## config.mk

```make
export PLATFORM = sky130hd
export DESIGN_NAME = hs_bus_amba_axis_rr_arbiter
export DESIGN_NICKNAME = d
export VERILOG_FILES = /design/src/rtl/hs_bus_amba_axis_rr_arbiter.sv
export SDC_FILE = /design/constraint.sdc
export NUM_CORES = 1
export LEC_CHECK = 0
export ABC_AREA = 1
export ABC_CLOCK_PERIOD_IN_PS = 1500
export CAP_MARGIN = 25
export CORE_ASPECT_RATIO = 0.5
export CORE_MARGIN = 10
export CORE_UTILIZATION = 29
export DETAILED_ROUTE_END_ITERATION = 8
export GPL_ROUTABILITY_DRIVEN = 0
export PLACE_DENSITY = 0.77
export SETUP_SLACK_MARGIN = 0.02
export SLEW_MARGIN = 20
export SYNTH_ARGS = -nofsm -noshare
export SYNTH_HDL_FRONTEND = slang
export SYNTH_SLANG_ARGS = --single-unit
```

## constraint.sdc

```tcl
create_clock -name clk -period 1.5 [get_ports clk]
set_input_delay 0.225 -clock clk [delete_from_list [all_inputs] [get_ports clk]]
set_output_delay 0.225 -clock clk [all_outputs]
set_load 0.01 [all_outputs]
```

## src/rtl/hs_bus_amba_axis_rr_arbiter.sv

```systemverilog
// Packet-level round-robin arbiter: merges NUM_PORTS AXI-Stream sources onto
// one sink. A grant is held from the first beat through the tlast beat, so
// packets from different sources never interleave on the sink.
module hs_bus_amba_axis_rr_arbiter #(
  parameter int NUM_PORTS   = 4,
  parameter int TDATA_WIDTH = 8,
  parameter int TID_WIDTH   = 1,
  parameter int TDEST_WIDTH = 1,
  parameter int TUSER_WIDTH = 1,
  parameter int TSTRB_WIDTH = TDATA_WIDTH/8,
  parameter int TKEEP_WIDTH = TDATA_WIDTH/8,
  localparam int IDX_W      = $clog2(NUM_PORTS)
) (
  input  logic                             clk,
  input  logic                             rst,
  // source side, packed per port
  input  logic [NUM_PORTS-1:0]             s_axis_tvalid,
  output logic [NUM_PORTS-1:0]             s_axis_tready,
  input  logic [NUM_PORTS*TDATA_WIDTH-1:0] s_axis_tdata,
  input  logic [NUM_PORTS*TSTRB_WIDTH-1:0] s_axis_tstrb,
  input  logic [NUM_PORTS*TKEEP_WIDTH-1:0] s_axis_tkeep,
  input  logic [NUM_PORTS-1:0]             s_axis_tlast,
  input  logic [NUM_PORTS*TID_WIDTH-1:0]   s_axis_tid,
  input  logic [NUM_PORTS*TDEST_WIDTH-1:0] s_axis_tdest,
  input  logic [NUM_PORTS*TUSER_WIDTH-1:0] s_axis_tuser,
  input  logic [NUM_PORTS-1:0]             s_axis_twakeup,
  // sink side
  output logic                             m_axis_tvalid,
  input  logic                             m_axis_tready,
  output logic [TDATA_WIDTH-1:0]           m_axis_tdata,
  output logic [TSTRB_WIDTH-1:0]           m_axis_tstrb,
  output logic [TKEEP_WIDTH-1:0]           m_axis_tkeep,
  output logic                             m_axis_tlast,
  output logic [TID_WIDTH-1:0]             m_axis_tid,
  output logic [TDEST_WIDTH-1:0]           m_axis_tdest,
  output logic [TUSER_WIDTH-1:0]           m_axis_tuser,
  output logic                             m_axis_twakeup,
  // grant status
  output logic                             grant_valid,
  output logic [IDX_W-1:0]                 grant_idx
);

  typedef enum logic {ST_IDLE = 1'b0, ST_BUSY = 1'b1} state_t;

  state_t           r_state;
  logic [IDX_W-1:0] r_rr_ptr;
  logic [IDX_W-1:0] r_grant_idx;
  logic             r_grant_valid;

  logic             w_req_any;
  logic [IDX_W-1:0] w_winner;
  logic             w_last_hs;

  // Round-robin pick: scan rr_ptr, rr_ptr+1, ... with wrap at NUM_PORTS.
  // Iterating from the far end down lets the nearest requester win last.
  // Only depends on registered state and tvalid, never feeds tready directly.
  always_comb begin
    int w_scan_idx;
    w_req_any  = 1'b0;
    w_winner   = '0;
    w_scan_idx = 0;
    for (int k = NUM_PORTS-1; k >= 0; k--) begin
      w_scan_idx = int'(r_rr_ptr) + k;
      if (w_scan_idx >= NUM_PORTS) w_scan_idx = w_scan_idx - NUM_PORTS;
      if (s_axis_tvalid[w_scan_idx]) begin
        w_req_any = 1'b1;
        w_winner  = IDX_W'(w_scan_idx);
      end
    end
  end

  // Sink mux and tready steering; everything is quiet while idle.
  // Constant-index slices keep unused index codes (non power-of-two
  // NUM_PORTS) from ever selecting anything.
  always_comb begin
    m_axis_tvalid = 1'b0;
    m_axis_tdata  = '0;
    m_axis_tstrb  = '0;
    m_axis_tkeep  = '0;
    m_axis_tlast  = 1'b0;
    m_axis_tid    = '0;
    m_axis_tdest  = '0;
    m_axis_tuser  = '0;
    s_axis_tready = '0;
    if (r_state == ST_BUSY) begin
      for (int i = 0; i < NUM_PORTS; i++) begin
        if (r_grant_idx == IDX_W'(i)) begin
          m_axis_tvalid    = s_axis_tvalid[i];
          m_axis_tdata     = s_axis_tdata[i*TDATA_WIDTH +: TDATA_WIDTH];
          m_axis_tstrb     = s_axis_tstrb[i*TSTRB_WIDTH +: TSTRB_WIDTH];
          m_axis_tkeep     = s_axis_tkeep[i*TKEEP_WIDTH +: TKEEP_WIDTH];
          m_axis_tlast     = s_axis_tlast[i];
          m_axis_tid       = s_axis_tid[i*TID_WIDTH +: TID_WIDTH];
          m_axis_tdest     = s_axis_tdest[i*TDEST_WIDTH +: TDEST_WIDTH];
          m_axis_tuser     = s_axis_tuser[i*TUSER_WIDTH +: TUSER_WIDTH];
          s_axis_tready[i] = m_axis_tready;
        end
      end
    end
  end

  // Wakeup bypasses the grant so a sleeping sink can be woken by anyone.
  assign m_axis_twakeup = |s_axis_twakeup;

  assign w_last_hs   = m_axis_tvalid & m_axis_tready & m_axis_tlast;
  assign grant_valid = r_grant_valid;
  assign grant_idx   = r_grant_idx;

  // Grant FSM: IDLE picks a winner, BUSY holds it until the tlast handshake.
  always_ff @(posedge clk) begin
    if (rst) begin
      r_state       <= ST_IDLE;
      r_rr_ptr      <= '0;
      r_grant_idx   <= '0;
      r_grant_valid <= 1'b0;
    end else begin
      case (r_state)
        ST_IDLE: begin
          if (w_req_any) begin
            r_grant_idx   <= w_winner;
            r_grant_valid <= 1'b1;
            r_state       <= ST_BUSY;
          end
        end
        ST_BUSY: begin
          if (w_last_hs) begin
            r_state       <= ST_IDLE;
            r_grant_valid <= 1'b0;
            r_rr_ptr      <= (r_grant_idx == IDX_W'(NUM_PORTS-1)) ?
                             '0 : r_grant_idx + IDX_W'(1);
          end
        end
        default: r_state <= ST_IDLE;
      endcase
    end
  end

endmodule

```

# Word level (Yosys, flattened, before mapping)
# Index checks and enable logic that the tools add are counted.
[word_totals]
regBits = 6
output_inout_bits = 23
word_cells = 109
inputBits = 67
[classes]
n_lt_le_gt_ge = 8
n_reduce_logical = 5
n_mux = 76
n_eq_ne = 5
add_sub_neg = 8
n_bitwise = 3
[ops]
columns = ["operator", "n"]
rows = [
  ["less-than comparator 32 x 4 -> 1 bit (second input constant)", 4],
  ["2-to-1 mux 32 bit", 4],
  ["2-to-1 mux 1 bit", 55],
  ["2-to-1 mux 8 bit", 5],
  ["subtractor 3 x 3 -> 4 bit (second input constant)", 3],
  ["2-to-1 mux 2 bit", 5],
  [">= comparator 3 bit (second input constant)", 3],
  ["binary-select mux 1 bit (select 2 bit)", 4],
  ["adder 2 x 2 -> 3 bit (second input constant)", 2],
  ["AND reduction 2 bit", 3],
  ["== test 2 bit (second input constant)", 2],
  ["2-to-1 mux 4 bit", 1],
  ["one-hot mux 1 bit (2 select lines)", 2],
  ["OR reduction 4 bit", 1],
  ["subtractor 2 x 3 -> 4 bit (second input constant)", 1],
  ["adder 2 x 1 -> 3 bit (second input constant)", 1],
  [">= comparator 2 x 3 -> 1 bit (second input constant)", 1],
  ["adder 2 x 1 -> 2 bit (second input constant)", 1],
  ["AND 1 bit", 2],
  ["== test 2 x 1 -> 1 bit (second input constant)", 1],
  ["zero test 2 bit", 1],
  ["inequality test 2 x 1 -> 1 bit (second input constant)", 1],
  ["inequality test 2 bit (second input constant)", 1],
  ["NOT 1 bit", 1],
]

# Depth between registers and ports, before layout
# Gate-level depths: netlist (run 1).
[depth]
ltp_word = 12
mapped_depth = 12

# Least setup slack after synthesis (run 1)
# No wires, ideal clock.
[synth_timing]
kind = "register to output"
from = "register r_grant_idx[0] (netlist: grant_idx[0])"
to = "output port m_axis_tdata[0]"
arrival_time_ps = 1659
path_slack_ps = -384
stages_incl_launch_ff = 8
n_path_buf = 2
path_cell_list = "dfxtp_1 -> inv_1 -> ha_1 -> clkbuf_1 -> inv_1 -> clkbuf_1 -> o21ai_0 -> o21ai_0"
[synth_via]
elab_chain_cells = 6
[synth_rtl]
columns = ["element", "line", "text"]
rows = [
  ["start: declaration", "47", "logic [IDX_W-1:0] r_grant_idx;"],
  ["start signal: assignment", "120", "r_grant_idx <= w_winner;"],
  ["zero test 2 bit", "87", "if (r_grant_idx == IDX_W'(i)) begin"],
  ["2-to-1 mux 8 bit (3 in series)", "87", ""],
  ["2-to-1 mux 8 bit *", "87", ""],
  ["2-to-1 mux 8 bit *", "85", "if (r_state == ST_BUSY) begin"],
  ["end: declaration", "30", "output logic [TDATA_WIDTH-1:0] m_axis_tdata,"],
]
# Mark *: on every way between the ends. The rest lies on a longest branch, timed or not.

# Final worst setup path (run 1)
[layout_timing]
from = "register r_grant_idx[1] (netlist: grant_idx[1])"
to = "output port m_axis_tlast"
[layout_via]
elab_chain_cells = 6
[layout_rtl]
columns = ["element", "line", "text"]
rows = [
  ["zero test 2 bit", "87", ""],
  ["2-to-1 mux 1 bit (3 in series)", "87", ""],
  ["2-to-1 mux 1 bit *", "87", ""],
  ["2-to-1 mux 1 bit *", "85", ""],
  ["end: declaration", "33", "output logic m_axis_tlast,"],
]
# Marked as above.

==> results.txt, run 1 <==
----------------------------------------------------
[Synth]
  Post-Synthesis Cell Area ... 1060 sq um
  Mux share of post-synthesis cell area ... 0
  Post-synthesis average cell area ... 5.50 sq um
  Number of enable flip-flop cells after synthesis ... 0
  Distinct cell type count after synthesis ... 26
  Cell taking the most area after synthesis ... sky130_fd_sc_hd__nand2_1
  Mapped Nets ... 264
  Largest family of logic cells by synthesized area ... simple AND/OR/NAND/NOR gates
  Compound-gate portion of the synthesized area ... 0.336
  Simple-gate portion of the synthesized area ... 0.388
  Area share of the largest cell type after synthesis ... 0.187
  Post-Synth Adder-Cell Area ... 0.0471
  Cell count after synthesis ... 193
  Share of synthesized area occupied by flip-flops and latches ... 0.113
  Synth warnings ... 0
  Cell with the most instances after synthesis ... sky130_fd_sc_hd__nand2_1
  Total of flip-flops plus latches after synthesis ... 6
  Share of flip-flops with an asynchronous set or reset ... 0
  Main flop type after synthesis ... sky130_fd_sc_hd__dfxtp_1
  Xor/xnor share of the synthesized area ... 0
  Most frequent cells after synthesis ... 53 x sky130_fd_sc_hd__nand2_1, 30 x sky130_fd_sc_hd__o21ai_0, 20 x sky130_fd_sc_hd__a21oi_1
  Leading cell types by total area after synthesis ... sky130_fd_sc_hd__nand2_1 19%, sky130_fd_sc_hd__o21ai_0 14%, sky130_fd_sc_hd__dfxtp_1 11%

[Clock network]
  Clock buffer count from CTS ... 3
  CTS tree ... done
  Clock Sinks ... 6
  Clock latency reported for the late side of the worst-skew pair ... 0.23 ns
  Clock H-tree levels ... 1
  Clock tree buffer depth ... 2
  Clock-pin transition on the worst setup and hold timing paths ... 0.05 ns
  CTS Root Buffer Type ... sky130_fd_sc_hd__clkbuf_8

[GRT]
  Largest net degree at the start of global routing ... 15
  Number of global-route vias before repair ... 1681
  Number of antenna violations at the first check in global routing ... 0
  Remaining global-route overflow ... 0
  All-layer global routing usage ... 0.154
  First-pass GRT wire length ... 8490 um

[Finish]
  Area of combinational cells with multiple inputs ... 1100 sq um
  Count of antenna diodes in the layout ... 0
  Register area ... 133 sq um
  NumNets Final ... 383
  Synth-to-layout area growth ... 148%
  Number of fillers in the final layout ... 213
  Layout cell share with drive strength beyond 1 ... 0.421

[Route]
  Post-detailed-route wirelength per cell ... 18.8 um
  Antenna-violating nets left ... 0
  Drt via density ... 5.28
  Overall via count from detail_route ... 1910
  Final wirelength ... 6820 um
  DRC viols ... 0
  Drt initial violations ... 82
  Total iterations of the first detailed-routing run ... 4

[Outcome]
  Run status ... finished with violations
  Violations in the final reports ... negative setup slack

[Die]
  Top-level I/O count ... 90
  Die outline width ... 106 um
  Die Span Y ... 62.8 um
  Placement row count ... 15
  Initial standard-cell utilization of the core ... 0.306
  Die footprint ... 6630 sq um
  Core outline area ... 3470 sq um

[STA]
  Final setup slack of the worst path ... -0.407 ns
  Final setup fails ... 23
  Final critical-path required period ... 1.91 ns
  Maximum clock frequency ... 0.524 GHz
  Normalized max-slew margin ... 0.786
  Pins Over Slew Limit ... 0
  Measured slew at the worst slew-check pin ... 0.321 ns
  Tcrit/Tclk final ... 1.27
  Number of hold-slack violations in the final timing report ... 0
  Final setup skew ... 0.0101 ns
  WHS ... 0.464 ns
  Setup repair after global routing missed its margin ... true

[Critical path]
  Element type at the critical path start ... flip-flop
  Endpoint of the worst-slack reg-to-reg timing path ... r_rr_ptr[0]
  Reg-to-reg slack, setup ... -0.27 ns
  Top fanout value on the critical path ... 7
  R2R Path Start ... grant_idx[1]
  Critical setup path kind ... flip-flop to output port
  CP arrival ... 1.68 ns
  CP Capture Type ... output port
  Length in cells of the worst reg-to-reg path ... 12
  Data required time of the worst path ... 1.27 ns

[Run]
  Max Cap Violations ... 0

[Place]
  Total of buffers placed on input and output ports ... 89
  HPWL after detailed placement ... 4210 um
  Setup slack after placement ... -0.573 ns

[Power and ir drop]
  Cell leakage power ... 1.21 nW
  Power density relative to cell area ... 542 nW/um^2
  Pwr Total ... 1.43 mW
  Peak supply drop ... 0.592 mV

[Hold path]
  Count of cells along the worst hold path ... 2
  Startpoint of the lowest-slack hold path ... grant_valid
  Sink of the worst hold path ... grant_valid
  HP Class ... flip-flop to flip-flop

----------------------------------------------------
-- per-layer routing --
layer / wire length [um] / share of wire / vias up / global-route usage
met2: 3560 / 0.52 / 95 / 0.296
met5: 0 / 0 / - / 0
met3: 289 / 0.042 / 32 / 0.0154
li1: - / - / 886 / -
met1: 2680 / 0.39 / 897 / 0.170
met4: 292 / 0.043 / 0 / 0.0604
-- cell families after synthesis --
logic type / Yosys count
AOI/OAI and AO/OA: 65
adders and majority gates: 4
buffers and inverters: 28
DFF: 6
and+or+nand+nor: 90
-- area by class of cell --
cell class              count  share of cell area
repair buffers            122               0.437
multi-input cells         159               0.418
flip-flops and latches      6              0.0503
inverters                  17              0.0394
well taps                  51              0.0242
clock buffers               4              0.0171
repair inverters            3              0.0147
-- flip-flops by register name, indices dropped and copies added, names as in the netlist --
register     cells
grant_idx        2
grant_valid      1
r_rr_ptr         2
r_state          1
-- metrics by stage --
| stage | cells | setup TNS [ns] | area (sq um) | util |
|---|---|---|---|---|
| 2_1_floorplan | 193 | -0.0265 | 1140 | - |
| 3_3_place_gp | 345 | -9.89 | 2200 | 0.634 |
| 3_5_place_dp | 345 | -10.82 | 2200 | 0.634 |
| 4_1_cts | 355 | -4.94 | 2370 | 0.683 |
| 5_1_grt | 362 | -7.27 | 2640 | 0.760 |
| 6_report | 362 | -5.96 | 2640 | 0.760 |
-- power breakdown --
part	internal, mW	total, mW	switching, mW
Sequential	0.170	0.187	0.0174
Combinational	0.494	0.979	0.485
Clock	0.184	0.265	0.0811
Total	0.848	1.43	0.583
-- placed cells by master, fill, tap and decap left out, drive strengths merged, types with 3 or more instances in the layout --
cell type | synthesis | routed
dlygate4sd2 | 0 | 3
nand3 | 10 | 10
dfxtp | 6 | 6
o21ai | 32 | 32
a22oi | 9 | 9
clkbuf | 7 | 5
nand2 | 64 | 64
clkinv | 0 | 3
nor2 | 10 | 10
buf | 4 | 51
dlymetal6s2s | 0 | 6
inv | 17 | 17
clkdlybuf4s50 | 0 | 60
nor3 | 4 | 4
ha | 4 | 4
a21oi | 20 | 20
-- timing repair --
action,4_1_cts,5_1_grt
resized for setup,130,68
setup endpoints to repair,26,26
setup buffers,3,6
gates cloned,3,2
hold buffers,0,0
pin swaps,12,31
-- worst max-delay path, stage by stage (launching register included) --
cell	delay, ns
sky130_fd_sc_hd__dfxtp_4	0.36
sky130_fd_sc_hd__inv_4	0.07
sky130_fd_sc_hd__ha_4	0.18
sky130_fd_sc_hd__buf_8	0.15
sky130_fd_sc_hd__nand2_2	0.06
sky130_fd_sc_hd__a21boi_2	0.15
sky130_fd_sc_hd__o21ai_1	0.17
sky130_fd_sc_hd__nand2_1	0.12
sky130_fd_sc_hd__inv_1	0.10
sky130_fd_sc_hd__buf_6	0.11
-- how the worst max path moves through the flow --
stage | from | end | cells after the start
final | grant_idx[1] | m_axis_tlast | 9
after global routing | grant_idx[1] | m_axis_tlast | 9
after CTS | grant_idx[1] | m_axis_tdata[2] | 9
after detailed placement | grant_idx[0] | m_axis_tdata[5] | 7
after global placement | grant_idx[0] | m_axis_tkeep | 7
after floorplan | grant_idx[1] | m_axis_tdata[5] | 10
No activity file was read; power rests on OpenSTA's default activity.
==> run 2, diff against run 1 <==
Settings changed: CORE_UTILIZATION 29 to 25, PLACE_DENSITY 0.77 to 0.68.
==> results.txt, run 2 (synthesis gave the netlist of run 1 again) <==
----------------------------------------------------
[Route]
  Overall via count from detail_route ... 1724 (was 1910)
  Drt via density ... 4.75 (was 5.28)
  Total iterations of the first detailed-routing run ... 4 (unchanged)
  Final wirelength ... 5630 um (was 6820 um)
  Drt initial violations ... 51 (was 82)
  DRC viols ... 0 (unchanged)
  Antenna-violating nets left ... 0 (unchanged)
  Post-detailed-route wirelength per cell ... 15.5 um (was 18.8 um)

[Finish]
  NumNets Final ... 381 (was 383)
  Layout cell share with drive strength beyond 1 ... 0.382 (was 0.421)
  Area of combinational cells with multiple inputs ... 1050 sq um (was 1100 sq um)
  Most frequent standard cell in the layout excluding fill and tap cells ... sky130_fd_sc_hd__clkdlybuf4s50_1 (unchanged)
  Synth-to-layout area growth ... 138% (was 148%)
  Number of fillers in the final layout ... 343 (was 213)
  Final Core Density ... 0.632 (was 0.760)
  Register area ... 133 sq um (unchanged)
  Highest-count cells in the layout ignoring fill and taps ... 61 x sky130_fd_sc_hd__clkdlybuf4s50_1, 42 x sky130_fd_sc_hd__nand2_1, 25 x sky130_fd_sc_hd__buf_4, 19 x sky130_fd_sc_hd__o21ai_1, 19 x sky130_fd_sc_hd__buf_2 (was 60 x sky130_fd_sc_hd__clkdlybuf4s50_1, 41 x sky130_fd_sc_hd__nand2_1, 24 x sky130_fd_sc_hd__buf_4, 21 x sky130_fd_sc_hd__o21ai_1, 18 x sky130_fd_sc_hd__buf_2)
  Count of antenna diodes in the layout ... 0 (unchanged)

[Critical path]
  Top fanout value on the critical path ... 4 (was 7)
  CP arrival ... 1.53 ns (was 1.68 ns)
  CP Capture Type ... output port (unchanged)
  Critical setup path kind ... flip-flop to output port (unchanged)
  Element type at the critical path start ... flip-flop (unchanged)
  Data required time of the worst path ... 1.27 ns (about the same)

[Power and ir drop]
  Cell leakage power ... 1.16 nW (was 1.21 nW)
  Power density relative to cell area ... 520 nW/um^2 (was 542 nW/um^2)
  Peak supply drop ... 0.442 mV (was 0.592 mV)

[Clock network]
  Clock tree buffer depth ... 2 (unchanged)
  Clock Sinks ... 6 (unchanged)
  CTS Root Buffer Type ... sky130_fd_sc_hd__clkbuf_8 (unchanged)
  Clock buffer count from CTS ... 3 (unchanged)
  Clock-pin transition on the worst setup and hold timing paths ... 0.04 ns (was 0.05 ns)
  Clock H-tree levels ... 1 (unchanged)
  CTS tree ... done (unchanged)
  Clock latency reported for the late side of the worst-skew pair ... 0.23 ns (about the same)

[GRT]
  Number of global-route vias before repair ... 1627 (was 1681)
  Remaining global-route overflow ... 0 (unchanged)
  First-pass GRT wire length ... 8140 um (was 8490 um)
  Largest net degree at the start of global routing ... 25 (was 15)
  All-layer global routing usage ... 0.130 (was 0.154)
  Number of antenna violations at the first check in global routing ... 0 (unchanged)

[Die]
  Top-level I/O count ... 90 (unchanged)
  Die footprint ... 7410 sq um (was 6630 sq um)
  Placement row count ... 16 (was 15)
  Die Span Y ... 66.1 um (was 62.8 um)
  Core outline area ... 4000 sq um (was 3470 sq um)
  Die outline width ... 112 um (was 106 um)
  Initial standard-cell utilization of the core ... 0.265 (was 0.306)

[STA]
  Tcrit/Tclk final ... 1.17 (was 1.27)
  Number of hold-slack violations in the final timing report ... 0 (unchanged)
  Final setup fails ... 21 (was 23)
  WHS ... 0.465 ns (was 0.464 ns)
  Setup repair after global routing missed its margin ... true (unchanged)
  Maximum clock frequency ... 0.570 GHz (was 0.524 GHz)
  Normalized max-slew margin ... 0.857 (was 0.786)
  Final setup skew ... 0.00770 ns (was 0.0101 ns)
  Pins Over Slew Limit ... 0 (unchanged)
  Final setup slack of the worst path ... -0.254 ns (was -0.407 ns)
  Measured slew at the worst slew-check pin ... 0.213 ns (was 0.321 ns)
  Final critical-path required period ... 1.75 ns (was 1.91 ns)

[Outcome]
  Run status ... finished with violations (unchanged)
  Violations in the final reports ... negative setup slack (unchanged)

[Place]
  Total of buffers placed on input and output ports ... 89 (unchanged)
  HPWL after detailed placement ... 4340 um (was 4210 um)

[Run]
  Max Cap Violations ... 0 (unchanged)

[Hold path]
  HP Class ... flip-flop to flip-flop (unchanged)

----------------------------------------------------
run 2: through the flow:
step	cell area, sq um	setup slack (ns)	power, mW	setup TNS, ns	std cells
detailed placement	2230	-0.560	0.945	-10.62	351
finish	2530	-0.254	1.31	-3.95	363
CTS	2320	-0.269	1.24	-4.28	357
floorplan	1140	-0.00757	0.544	-0.0265	193
global placement	2230	-0.499	0.932	-9.69	351
global route	2530	-0.353	1.41	-5.93	363
run 2: report_power, final:
part | internal (mW) | switching [mW]
combinational | 0.457 | 0.408
sequential | 0.170 | 0.0156
clock | 0.184 | 0.0806
total | 0.810 | 0.504
run 2: metal layers:
| metal | share of wire | vias up | GRT usage |
|---|---|---|---|
| met4 | 0 | 0 | 0.0142 |
| met2 | 0.55 | 32 | 0.253 |
| met1 | 0.41 | 809 | 0.150 |
| met5 | 0 | - | 0 |
| li1 | - | 883 | - |
| met3 | 0.038 | 0 | 0.0245 |
run 2: repair_timing:
item	CTS	global route
buffers inserted	1	5
endpoints found under the setup margin	28	26
pin swaps	10	19
resized for setup	123	49
gates cloned	1	1
hold buffers	0	0
run 2: area by class of cell:
class	count	share of cell area
inverters	17	0.0401
multi-input cells	159	0.416
well taps	54	0.0267
repair inverters	1	0.00445
flip-flops and latches	6	0.0524
repair buffers	122	0.442
clock buffers	4	0.0178
run 2: path summary, 6_finish.rpt:
path,startpoint,to,slack (ns),depth (start not counted)
setup / recovery,grant_idx[1],m_axis_tdata[4],-0.25,8
hold / removal,grant_valid,grant_valid,0.46,2
setup reg to reg,grant_idx[1],r_rr_ptr[0],-0.18,12
hold reg to reg,grant_valid,grant_valid,0.46,2
run 2: critical path, stage by stage, from the launching register on:
cell and delay (ns):
sky130_fd_sc_hd__dfxtp_4 0.35, sky130_fd_sc_hd__buf_4 0.14, sky130_fd_sc_hd__ha_4 0.17, sky130_fd_sc_hd__buf_4 0.15
sky130_fd_sc_hd__a21oi_1 0.11, sky130_fd_sc_hd__nand2_1 0.06, sky130_fd_sc_hd__o21ai_1 0.08, sky130_fd_sc_hd__o21ai_1 0.08
sky130_fd_sc_hd__buf_2 0.15
==> run 3, diff against run 2 <==
Settings changed: ABC_AREA 1 to not set, PLACE_DENSITY 0.68 to 0.72.
==> results.txt, run 3 <==
----------------------------------------------------
[Clock network]
  Clock Sinks ... 6 (unchanged)
  Clock buffer count from CTS ... 3 (unchanged)
  CTS Root Buffer Type ... sky130_fd_sc_hd__clkbuf_8 (unchanged)
  CTS tree ... done (unchanged)
  Clock H-tree levels ... 1 (unchanged)
  Clock tree buffer depth ... 2 (unchanged)
  Clock latency reported for the late side of the worst-skew pair ... 0.22 ns (was 0.23 ns)
  Clock-pin transition on the worst setup and hold timing paths ... 0.04 ns (about the same)

[Critical path]
  Element type at the critical path start ... flip-flop (unchanged)
  CP arrival ... 1.68 ns (was 1.53 ns)
  Cell family with the largest share of critical-path delay ... compound AO/OA/AOI/OAI gates (was buffers and inverters)
  Data required time of the worst path ... 1.27 ns (about the same)
  Critical path's largest stage delay ... 0.37 ns (was 0.35 ns)
  Reg-to-reg slack, setup ... -0.40 ns (was -0.18 ns)
  Critical setup path kind ... flip-flop to output port (unchanged)
  CP Capture Type ... output port (unchanged)
  Cell at the slowest stage of the critical path ... sky130_fd_sc_hd__dfxtp_4 (unchanged)
  Buffer and inverter count on the worst path ... 3 (unchanged)
  Top fanout value on the critical path ... 8 (was 4)
  Cell-by-cell trace of the critical path ... inv_4 > ha_4 > nor2b_4 > buf_6 > a221o_1 > o211ai_1 > a21boi_2 > buf_2 (was buf_4 > ha_4 > buf_4 > a21oi_1 > nand2_1 > o21ai_1 > o21ai_1 > buf_2)

[Synth]
  Most frequent cells after synthesis ... 19 x sky130_fd_sc_hd__nand2_1, 14 x sky130_fd_sc_hd__o211ai_1, 12 x sky130_fd_sc_hd__a221o_1 (was 53 x sky130_fd_sc_hd__nand2_1, 30 x sky130_fd_sc_hd__o21ai_0, 20 x sky130_fd_sc_hd__a21oi_1)
  Number of enable flip-flop cells after synthesis ... 0 (unchanged)
  Distinct cell type count after synthesis ... 33 (was 26)
  Total of flip-flops plus latches after synthesis ... 6 (unchanged)
  Post-Synthesis Cell Area ... 945 sq um (was 1060 sq um)
  Cell with the most instances after synthesis ... sky130_fd_sc_hd__nand2_1 (unchanged)
  Mux share of post-synthesis cell area ... 0.0371 (was 0)
  Share of flip-flops with an asynchronous set or reset ... 0 (unchanged)
  Share of synthesized area occupied by flip-flops and latches ... 0.127 (was 0.113)
  Simple-gate portion of the synthesized area ... 0.224 (was 0.388)
  Largest family of logic cells by synthesized area ... compound AO/OA/AOI/OAI gates (was simple AND/OR/NAND/NOR gates)
  Cell taking the most area after synthesis ... sky130_fd_sc_hd__a221o_1 (was sky130_fd_sc_hd__nand2_1)
  Cell count after synthesis ... 128 (was 193)
  Area share of the largest cell type after synthesis ... 0.127 (was 0.187)
  Compound-gate portion of the synthesized area ... 0.475 (was 0.336)
  Main flop type after synthesis ... sky130_fd_sc_hd__dfxtp_1 (unchanged)
  Post-synthesis average cell area ... 7.38 sq um (was 5.50 sq um)
  Post-Synth Adder-Cell Area ... 0.0530 (was 0.0471)
  Xor/xnor share of the synthesized area ... 0 (unchanged)
  Mapped Nets ... 199 (was 264)
  Synth warnings ... 0 (unchanged)
  Leading cell types by total area after synthesis ... sky130_fd_sc_hd__a221o_1 13%, sky130_fd_sc_hd__dfxtp_1 13%, sky130_fd_sc_hd__o211ai_1 11% (was sky130_fd_sc_hd__nand2_1 19%, sky130_fd_sc_hd__o21ai_0 14%, sky130_fd_sc_hd__dfxtp_1 11%)

[Route]
  Post-detailed-route wirelength per cell ... 17.0 um (was 15.5 um)
  Drt initial violations ... 23 (was 51)
  Overall via count from detail_route ... 1448 (was 1724)
  Total iterations of the first detailed-routing run ... 4 (unchanged)
  Final wirelength ... 4970 um (was 5630 um)
  DRC viols ... 0 (unchanged)
  Drt via density ... 4.94 (was 4.75)
  Antenna-violating nets left ... 0 (unchanged)

[Power and ir drop]
  Cell leakage power ... 0.942 nW (was 1.16 nW)
  Power density relative to cell area ... 564 nW/um^2 (was 520 nW/um^2)
  Peak supply drop ... 0.562 mV (was 0.442 mV)
  Pwr Total ... 1.29 mW (was 1.31 mW)

[Finish]
  Layout cell share with drive strength beyond 1 ... 0.388 (was 0.382)
  Area of combinational cells with multiple inputs ... 917 sq um (was 1050 sq um)
  Count of antenna diodes in the layout ... 0 (unchanged)
  Design Area, Final ... 2290 sq um (was 2530 sq um)
  Most frequent standard cell in the layout excluding fill and tap cells ... sky130_fd_sc_hd__clkdlybuf4s50_1 (unchanged)
  Synth-to-layout area growth ... 143% (was 138%)
  Register area ... 131 sq um (was 133 sq um)
  NumNets Final ... 314 (was 381)
  Highest-count cells in the layout ignoring fill and taps ... 60 x sky130_fd_sc_hd__clkdlybuf4s50_1, 22 x sky130_fd_sc_hd__buf_4, 19 x sky130_fd_sc_hd__nand2_1, 17 x sky130_fd_sc_hd__buf_2, 14 x sky130_fd_sc_hd__o211ai_1 (was 61 x sky130_fd_sc_hd__clkdlybuf4s50_1, 42 x sky130_fd_sc_hd__nand2_1, 25 x sky130_fd_sc_hd__buf_4, 19 x sky130_fd_sc_hd__o21ai_1, 19 x sky130_fd_sc_hd__buf_2)
  Number of fillers in the final layout ... 322 (was 343)
  Non-filler cells in the finished layout ... 293 (was 363)

[Die]
  Die footprint ... 6790 sq um (was 7410 sq um)
  Die Span Y ... 63.5 um (was 66.1 um)
  Initial standard-cell utilization of the core ... 0.268 (was 0.265)
  Die outline width ... 107 um (was 112 um)
  Core outline area ... 3530 sq um (was 4000 sq um)
  Placement row count ... 15 (was 16)
  Top-level I/O count ... 90 (unchanged)

[GRT]
  First-pass GRT wire length ... 7360 um (was 8140 um)
  Largest net degree at the start of global routing ... 16 (was 25)
  Number of antenna violations at the first check in global routing ... 0 (unchanged)
  All-layer global routing usage ... 0.134 (was 0.130)
  Remaining global-route overflow ... 0 (unchanged)
  Number of global-route vias before repair ... 1457 (was 1627)

[STA]
  Tcrit/Tclk final ... 1.27 (was 1.17)
  Number of hold-slack violations in the final timing report ... 0 (unchanged)
  Final setup skew ... 0.00474 ns (was 0.00770 ns)
  WHS ... 0.496 ns (was 0.465 ns)
  Pins Over Slew Limit ... 0 (unchanged)
  Setup repair after global routing missed its margin ... true (unchanged)
  Final setup slack of the worst path ... -0.407 ns (was -0.254 ns)
  Final critical-path required period ... 1.91 ns (was 1.75 ns)
  Final setup fails ... 20 (was 21)
  Maximum clock frequency ... 0.524 GHz (was 0.570 GHz)
  Normalized max-slew margin ... 0.728 (was 0.857)
  Measured slew at the worst slew-check pin ... 0.405 ns (was 0.213 ns)

[Place]
  HPWL after detailed placement ... 4050 um (was 4340 um)
  Setup slack after placement ... -0.624 ns (was -0.560 ns)
  Placed cell count ... 283 (was 351)
  Total of buffers placed on input and output ports ... 89 (unchanged)
  Placement Cell Area ... 2130 sq um (was 2230 sq um)

[Hold path]
  HP Class ... flip-flop to flip-flop (unchanged)

[Outcome]
  Violations in the final reports ... negative setup slack (unchanged)
  Run status ... finished with violations (unchanged)

[Run]
  Max Cap Violations ... 0 (unchanged)

----------------------------------------------------
## run 3: repair_timing
action / CTS / global route
cloned: 0 / 0
hold buffers: 0 / 0
pin swaps: 44 / 13
resized for setup: 114 / 14
buffers inserted: 3 / 3
setup endpoints to repair: 27 / 25
## run 3: power by group
part           switching [mW]  leakage, nW  total, mW  internal [mW]
registers              0.0234       0.0512      0.200          0.177
clock network          0.0710       0.0228      0.254          0.183
logic                   0.327        0.868      0.839          0.512
total                   0.421        0.942       1.29          0.871
## run 3: cell type report
cell class                      instances  share of cell area
Timing Repair Buffer                  122               0.482
Inverter                                6              0.0131
Tap cell                               51              0.0279
Multi-Input combinational cell        104               0.400
Sequential cell                         6              0.0573
Clock buffer                            4              0.0197
## run 3: worst register-to-register path, delay by kind of cell (launching register included)
family                     cells  cell delay, ns
buffers and inverters          3            0.40
and+or+nand+nor                1            0.07
DFF                            1            0.36
AOI/OAI and AO/OA              2            0.45
muxes                          1            0.33
adders and majority gates      1            0.17
## run 3: cells by family after synthesis
logic type | Yosys count
AND/OR/NAND/NOR | 43
AO/OA/AOI/OAI | 54
flip-flops | 6
multiplexers | 3
buffers and inverters | 18
adder cells (fa/ha/maj) | 4
## run 3: worst paths after layout
| path | from | to | depth (start not counted) |
|---|---|---|---|
| max | grant_idx[0] | m_axis_tid | 8 |
| min | grant_valid | grant_valid | 2 |
| max reg2reg | grant_idx[1] | r_rr_ptr[0] | 8 |
| min reg2reg | grant_valid | grant_valid | 2 |
## run 3: layer usage
metal / up-vias / global-route usage / wire [um]
met5: - / 0 / 0
met1: 677 / 0.153 / 2040
met3: 6 / 0.0274 / 238
met4: 0 / 0.0436 / 61
met2: 46 / 0.243 / 2620
li1: 719 / - / -
## run 3: metrics by stage
stage / setup TNS (ns) / util
global placement: -12.43 / 0.603
CTS: -7.39 / 0.626
finish: -7.01 / 0.649
detailed placement: -12.91 / 0.603
floorplan: -3.34 / -
global route: -8.55 / 0.649
